**src/rtl/decoder_rr_arbiter.sv**
```systemverilog
// decoder_rr_arbiter: round-robin owner select with tenure limit, driving a decoder's sel/enable pair
module decoder_rr_arbiter #(
  parameter int WIDTH    = 16,
  parameter int MAX_HOLD = 8
) (
  input  logic                     clk_i,
  input  logic                     reset_i,
  input  logic [WIDTH-1:0]         req_i,
  output logic [$clog2(WIDTH)-1:0] sel_o,
  output logic                     enable_o,
  output logic                     grant_new_o
);
  localparam int SW = $clog2(WIDTH);
  localparam int CW = (MAX_HOLD > 1) ? $clog2(MAX_HOLD) : 1;
  localparam logic [CW-1:0] CMAX = CW'((MAX_HOLD > 0) ? MAX_HOLD - 1 : 0);
  localparam logic [0:0] IDLE  = 1'b0;
  localparam logic [0:0] GRANT = 1'b1;
  logic [0:0]       state_q, state_d;
  logic [SW-1:0]    sel_q, sel_d, last_q, last_d, win, k;
  logic [CW-1:0]    cnt_q, cnt_d;
  logic             gnew_q, gnew_d, found, rel, expd;
  logic [WIDTH-1:0] mask;
  // In GRANT the owner is excluded so expiry only finds other requesters; last_q equals sel_q there.
  always_comb begin
    mask  = req_i & ~((state_q == GRANT) ? (WIDTH'(1) << last_q) : '0);
    found = 1'b0;
    win   = last_q;
    k     = '0;
    for (int i = 1; i <= WIDTH; i++) begin
      k = SW'((int'(last_q) + i >= WIDTH) ? int'(last_q) + i - WIDTH : int'(last_q) + i);
      if (!found && mask[k]) begin
        found = 1'b1;
        win   = k;
      end
    end
  end
  always_comb begin
    state_d = state_q;
    sel_d   = sel_q;
    last_d  = last_q;
    cnt_d   = cnt_q;
    gnew_d  = 1'b0;
    rel     = (state_q == GRANT) && !req_i[sel_q];
    expd    = (state_q == GRANT) && (MAX_HOLD > 0) && (cnt_q == CMAX);
    if (found && ((state_q == IDLE) || rel || expd)) begin
      state_d = GRANT;
      sel_d   = win;
      last_d  = win;
      cnt_d   = '0;
      gnew_d  = 1'b1;
    end else if (rel) begin
      state_d = IDLE;
    end else if (state_q == GRANT) begin
      cnt_d = expd ? '0 : cnt_q + CW'(1);
    end
  end
  always_ff @(posedge clk_i) begin
    if (reset_i) begin
      state_q <= IDLE;
      sel_q   <= '0;
      last_q  <= SW'(WIDTH - 1);
      cnt_q   <= '0;
      gnew_q  <= 1'b0;
    end else begin
      state_q <= state_d;
      sel_q   <= sel_d;
      last_q  <= last_d;
      cnt_q   <= cnt_d;
      gnew_q  <= gnew_d;
    end
  end
  assign sel_o       = sel_q;
  assign enable_o    = state_q;
  assign grant_new_o = gnew_q;
endmodule

```
**config.mk**
```make
export PLATFORM = sky130hd
export DESIGN_NAME = decoder_rr_arbiter
export DESIGN_NICKNAME = d
export VERILOG_FILES = /design/src/rtl/decoder_rr_arbiter.sv
export SDC_FILE = /design/constraint.sdc
export NUM_CORES = 1
export LEC_CHECK = 0
export ABC_AREA = 0
export BUFFER_PORTS_ARGS = -buffer_cell sky130_fd_sc_hd__buf_2
export CAP_MARGIN = 20
export CORE_MARGIN = 5
export CORE_UTILIZATION = 50
export DETAILED_ROUTE_END_ITERATION = 16
export GPL_TIMING_DRIVEN = 0
export PLACE_DENSITY_LB_ADDON = 0.3
export REMOVE_ABC_BUFFERS = 1
export SYNTH_ARGS = -nofsm -noshare
export SYNTH_HDL_FRONTEND = slang
export SYNTH_SLANG_ARGS = --single-unit
```
**constraint.sdc**
```tcl
create_clock -name clk_i -period 13.1 [get_ports clk_i]
set_clock_uncertainty 0.05 [all_clocks]
set_input_delay 1.31 -clock clk_i [delete_from_list [all_inputs] [get_ports clk_i]]
set_output_delay 1.31 -clock clk_i [all_outputs]
set_load 0.01 [all_outputs]
```
== Word-level counts from Yosys, hierarchy flattened ==
Index checks and enable logic that the tools add are counted.

* Logic and storage cells: 203
* Flip-flop bits (word level): 13
* Input bits: 18

* Equality and inequality tests: 1
* $lt $le $gt $ge: 33
* Reductions and logical operators: 39
* Shifts and indexed selects: 1
* Mux-type cells: 87
* Bitwise logic cells: 4
* Add/subtract/negate cells: 33

{| class="wikitable"
|+ Operator list
! cell !! number
|-
| 4-bit two-way mux || 32
|-
| 4-bit by 5-bit less-than comparator with 1-bit output (second input constant) || 17
|-
| 5-bit greater-or-equal comparator (second input constant) || 15
|-
| 1-bit binary-select mux with 4-bit select || 17
|-
| 4-bit by 1-bit subtractor with 4-bit output (second input constant) || 16
|-
| 4-bit by 4-bit adder with 5-bit output (second input constant) || 8
|-
| 1-bit two-way mux || 36
|-
| 4-bit by 3-bit adder with 5-bit output (second input constant) || 4
|-
| 1-bit logical AND || 18
|-
| 16-bit bitwise AND || 1
|-
| 1-bit zero test || 16
|-
| 16-bit two-way mux || 1
|-
| 16-bit NOT || 1
|-
| 1-bit by 4-bit left shift with 16-bit output (first input constant) || 1
|-
| 4-bit by 2-bit adder with 5-bit output (second input constant) || 2
|-
| 4-bit by 5-bit adder with 6-bit output (second input constant) || 1
|-
| 6-bit by 5-bit greater-or-equal comparator with 1-bit output (second input constant) || 1
|-
| 4-bit by 1-bit adder with 5-bit output (second input constant) || 1
|-
| 3-bit by 1-bit adder with 3-bit output (second input constant) || 1
|-
| 3-bit == test (second input constant) || 1
|-
| 3-bit two-way mux || 1
|-
| 1-bit logical OR || 2
|-
| 1-bit NOT || 2
|-
| 2-bit AND reduction || 1
|-
| 2 further kinds || 2
|}

== Depth between registers and ports, before layout ==
* Depth after elaboration: 54
* Depth in mapped cells: 19

== Worst setup path before layout ==
OpenSTA, ideal clock, no wires.

* Kind: register to register
* Start: register last_q[0]
* End: register last_q[2]
* Library setup time: 0.128 ns
* Path buffers: 4
* Data arrival time: 4.488 ns
* Setup slack: 8.434 ns
* Period minus slack after synthesis: 4.666 ns
* Stages on the path, launching flop included: 17
* Cells stage by stage: dfxtp_1 > buf_2 > inv_2 > clkbuf_1 > clkbuf_1 > ha_1 > nand4b_1 > and2_1 > mux4_2 > mux4_2 > or3_1 > buf_4 > or3_1 > o211a_1 > a211o_1 > a2111oi_2 > o21ai_1

* Longest elaborated chain between the ends: 53
* Elaborated cells between the ends (all ways): 163

{| class="wikitable"
|+ Ends and longest elaborated chain
! item !! line !! RTL
|-
| start: declaration || 19 || <nowiki>logic [SW-1:0] sel_q, sel_d, last_q, last_d, win, k;</nowiki>
|-
| start signal: assignment || 61 || <nowiki>last_q <= SW'(WIDTH - 1);</nowiki>
|-
| start signal: assignment || 67 || <nowiki>last_q <= last_d;</nowiki>
|-
| branches (longest 53 deep; another with 4-bit by 1-bit adder with 5-bit output) || -- ||
|}

Parallel ways; which one is timed is not known. The select of a mux whose other input is x is not followed.
A chain may end at the register's enable or synchronous reset.

== Worst setup path in the final report ==
* Start: register last_q[1]
* End: register last_q[2]

The elaborated chain is that of the path after synthesis.

==> impl_metrics.yaml <==
setup_path:
  crit_fanout: 41
  path_cells: "inv_1 > ha_1 > nor2b_1 > a32oi_1 > a221oi_1 > mux4_2 > or3_1 > nor4_1 > and3_2 > nor2_1 > mux2_1 > o21ai_1"
  cp.arrival_ps: 6510
  path_class: "reg2reg"
  r2r_cells: 12
  rr_startpoint: "last_q[1]"
  cp.required_ps: 13220
  timing.rr.end: "last_q[2]"
  slowest_delay_ps: 1210
  end_kind: "flop"
  cp_num_buf_inv: 1
  start_kind: "flop"
  slowest_stage: "ha_1"
  ff2ff_setup_slack_ps: 6710
  critical_path.top_delay_family: "simple AND/OR/NAND/NOR gates"
layout:
  fin_nets: 565
  multi_input_area_um2: 3596
  register_area_um2: 265.3
  n_fill_cell: 808
  drive_gt1_share_pct: 14.47
  num_antenna_cells: 0
  layout_commonest_cell: "nand2_1"
  final_cell_mix: "55 x nand2_1, 31 x nand4_1, 31 x a21oi_1"
  syn2layout_area_growth_pct: 2.961
grt:
  grt_max_degree: 48
  grt_usage_pct: 31.30
  grt_pass1_wl_um: 25260
  grt_pass1_vias: 4630
  overflow: 0
  antenna_found_initial: 0
die:
  start_util_pct: 50.65
  die_y_um: 100.5
  die_area_um2: 10110
  rows: 33
  die_w_um: 100.5
  core_um2: 8093
  ios: 24
timing:
  hold_viol_final: 0
  drv_slew: 0
  relSlewSlack_pct: 26.65
  grt_setup_unrepaired: "false"
  worstMarginPinSlew_ps: 1098
  timing.fmax_mhz: 156.6
  fin_crit_ps: 6386
  setup_tns_ps: 0
  finalSetupViolations: 0
  finalCritPeriodShare_pct: 48.75
  setup_ws_ps: 6714
synth:
  synth_cell_types: 79
  synthFlopType: "dfxtp_1"
  synthSimpleGateAreaFrac_pct: 32.08
  synth.cell_area_um2: 4099
  yosysSeqAreaShare_pct: 6.349
  syn_inst: 543
  yosysWarnings: 0
  yosys-mux-area-fraction_pct: 17.16
  synth_top_family_by_area: "simple AND/OR/NAND/NOR gates"
  synth-edff-count: 0
  synth-xor-area-share_pct: 2.350
  synth_compound_area_share_pct: 31.68
  synthAdderAreaFrac_pct: 4.274
  postSynthAreaPerCell_um2: 7.549
  async_reset_ff_share_pct: 0
  ys_ff_latch: 13
detailed_routing:
  ant_nets: 0
  drt_iter0_drc: 699
  dr.pass1.iters: 5
  routed_via_density: 7.782
  post_drt_wl_per_cell_um: 25.22
  routed_wl_um: 16060
  num_vias: 4957
  drc: 0
clock_tree:
  cts_buffers: 3
  cts_sinks: 13
  post_cts_buffers: 0
  post_cts_resize_count: 0
  hold_buffers: 0
  htree_levels: 1
  cts_tree: "yes"
  clock_path_buffers: 2
  ctsRootBufferMaster: "clkbuf_8"
  worstSkewPairLatency_ps: 240
  clk_pin_slew_ps: 60
job:
  drv_cap: 0
placement:
  gp_congestion: 1.055
  dp_hpwl_um: 11890
  dp_slack_ps: 6976
  port_buffers: 23
min_path:
  hold_path.class: "reg2reg"
  hold_start: "cnt_q[1]"
  hold_depth: 2
  hold_end: "cnt_q[1]"
status:
  status: "complete, no violations"
registers in the layout, indices dropped and copies added (netlist names):
register     cells
sel_o            4
cnt_q            3
grant_new_o      1
enable_o         1
last_q           4
how the worst max path moves through the flow:
stage               startpoint         to  slack, ps  depth (start not counted)
finish               last_q[1]  last_q[2]       6710                         12
global route         last_q[1]  last_q[2]       6420                         12
CTS                  last_q[1]  last_q[2]       6950                         12
detailed placement   last_q[1]  last_q[2]       6980                         12
global placement     last_q[1]  last_q[2]       6240                         12
floorplan            last_q[1]  last_q[2]       7920                         12
synthesized netlist by cell type, drive strengths merged (9+ instances only):
cell type,count,area [µm²]
buf,19,115.1
inv,15,56.30
a32oi,12,105.1
nor2b,13,81.33
nor3,13,65.06
nand3,17,85.08
mux4,22,495.5
o211ai,11,82.58
o21ai,24,120.1
nor2,28,105.1
clkbuf,20,75.07
nand2b,9,56.30
and2,19,118.9
mux2i,14,140.1
nand2,55,206.5
ha,14,175.2
nand4,32,206.5
dfxtp,13,260.3
a21oi,31,155.2
final cells by class:
type | count | share of cell area (%)
sequential | 13 | 6.285
multi-input combinational | 475 | 85.21
tap | 105 | 3.113
clock buffer | 4 | 1.067
inverter | 16 | 1.423
timing repair buffer | 24 | 2.905
kinds of logic (layout without fill, tap and decap cells):
| group | Yosys count | after routing |
|---|---|---|
| AO/OA/AOI/OAI | 175 | 175 |
| AND/OR/NAND/NOR | 233 | 233 |
| XOR/XNOR | 11 | 11 |
| buffers and inverters | 55 | 44 |
| flip-flops | 13 | 13 |
| adder cells (fa/ha/maj) | 14 | 14 |
| multiplexers | 42 | 42 |
through the flow:
step           cells  instance area (µm²)  util [%]  hold WS, ps
2_1_floorplan    504                 3909         -        385.6
3_3_place_gp     632                 4155     51.35        402.0
3_5_place_dp     632                 4168     51.50        412.0
4_1_cts          636                 4213     52.06        420.0
5_1_grt          637                 4220     52.15        449.9
6_report         637                 4220     52.15        411.6
worst reg2reg max path: cells and delay by family, from the launching register on:
kind,cells,cell delay (ps)
buf+inv,1,750
fa+ha+maj,1,1210
flops,1,930
mux,2,950
simple gates,5,1610
compound gates,3,820
metal layers:
| metal | share of wire (%) | wire length (µm) | GRT usage, % |
|---|---|---|---|
| met5 | 0 | 0 | 0 |
| met4 | 3.8 | 614 | 10.98 |
| met1 | 39 | 6216 | 41.88 |
| met2 | 44 | 7043 | 48.47 |
| met3 | 14 | 2188 | 8.512 |
Power is not shown: default switching activity piles up to over one toggle a cycle in this logic, so the estimate is an artifact.
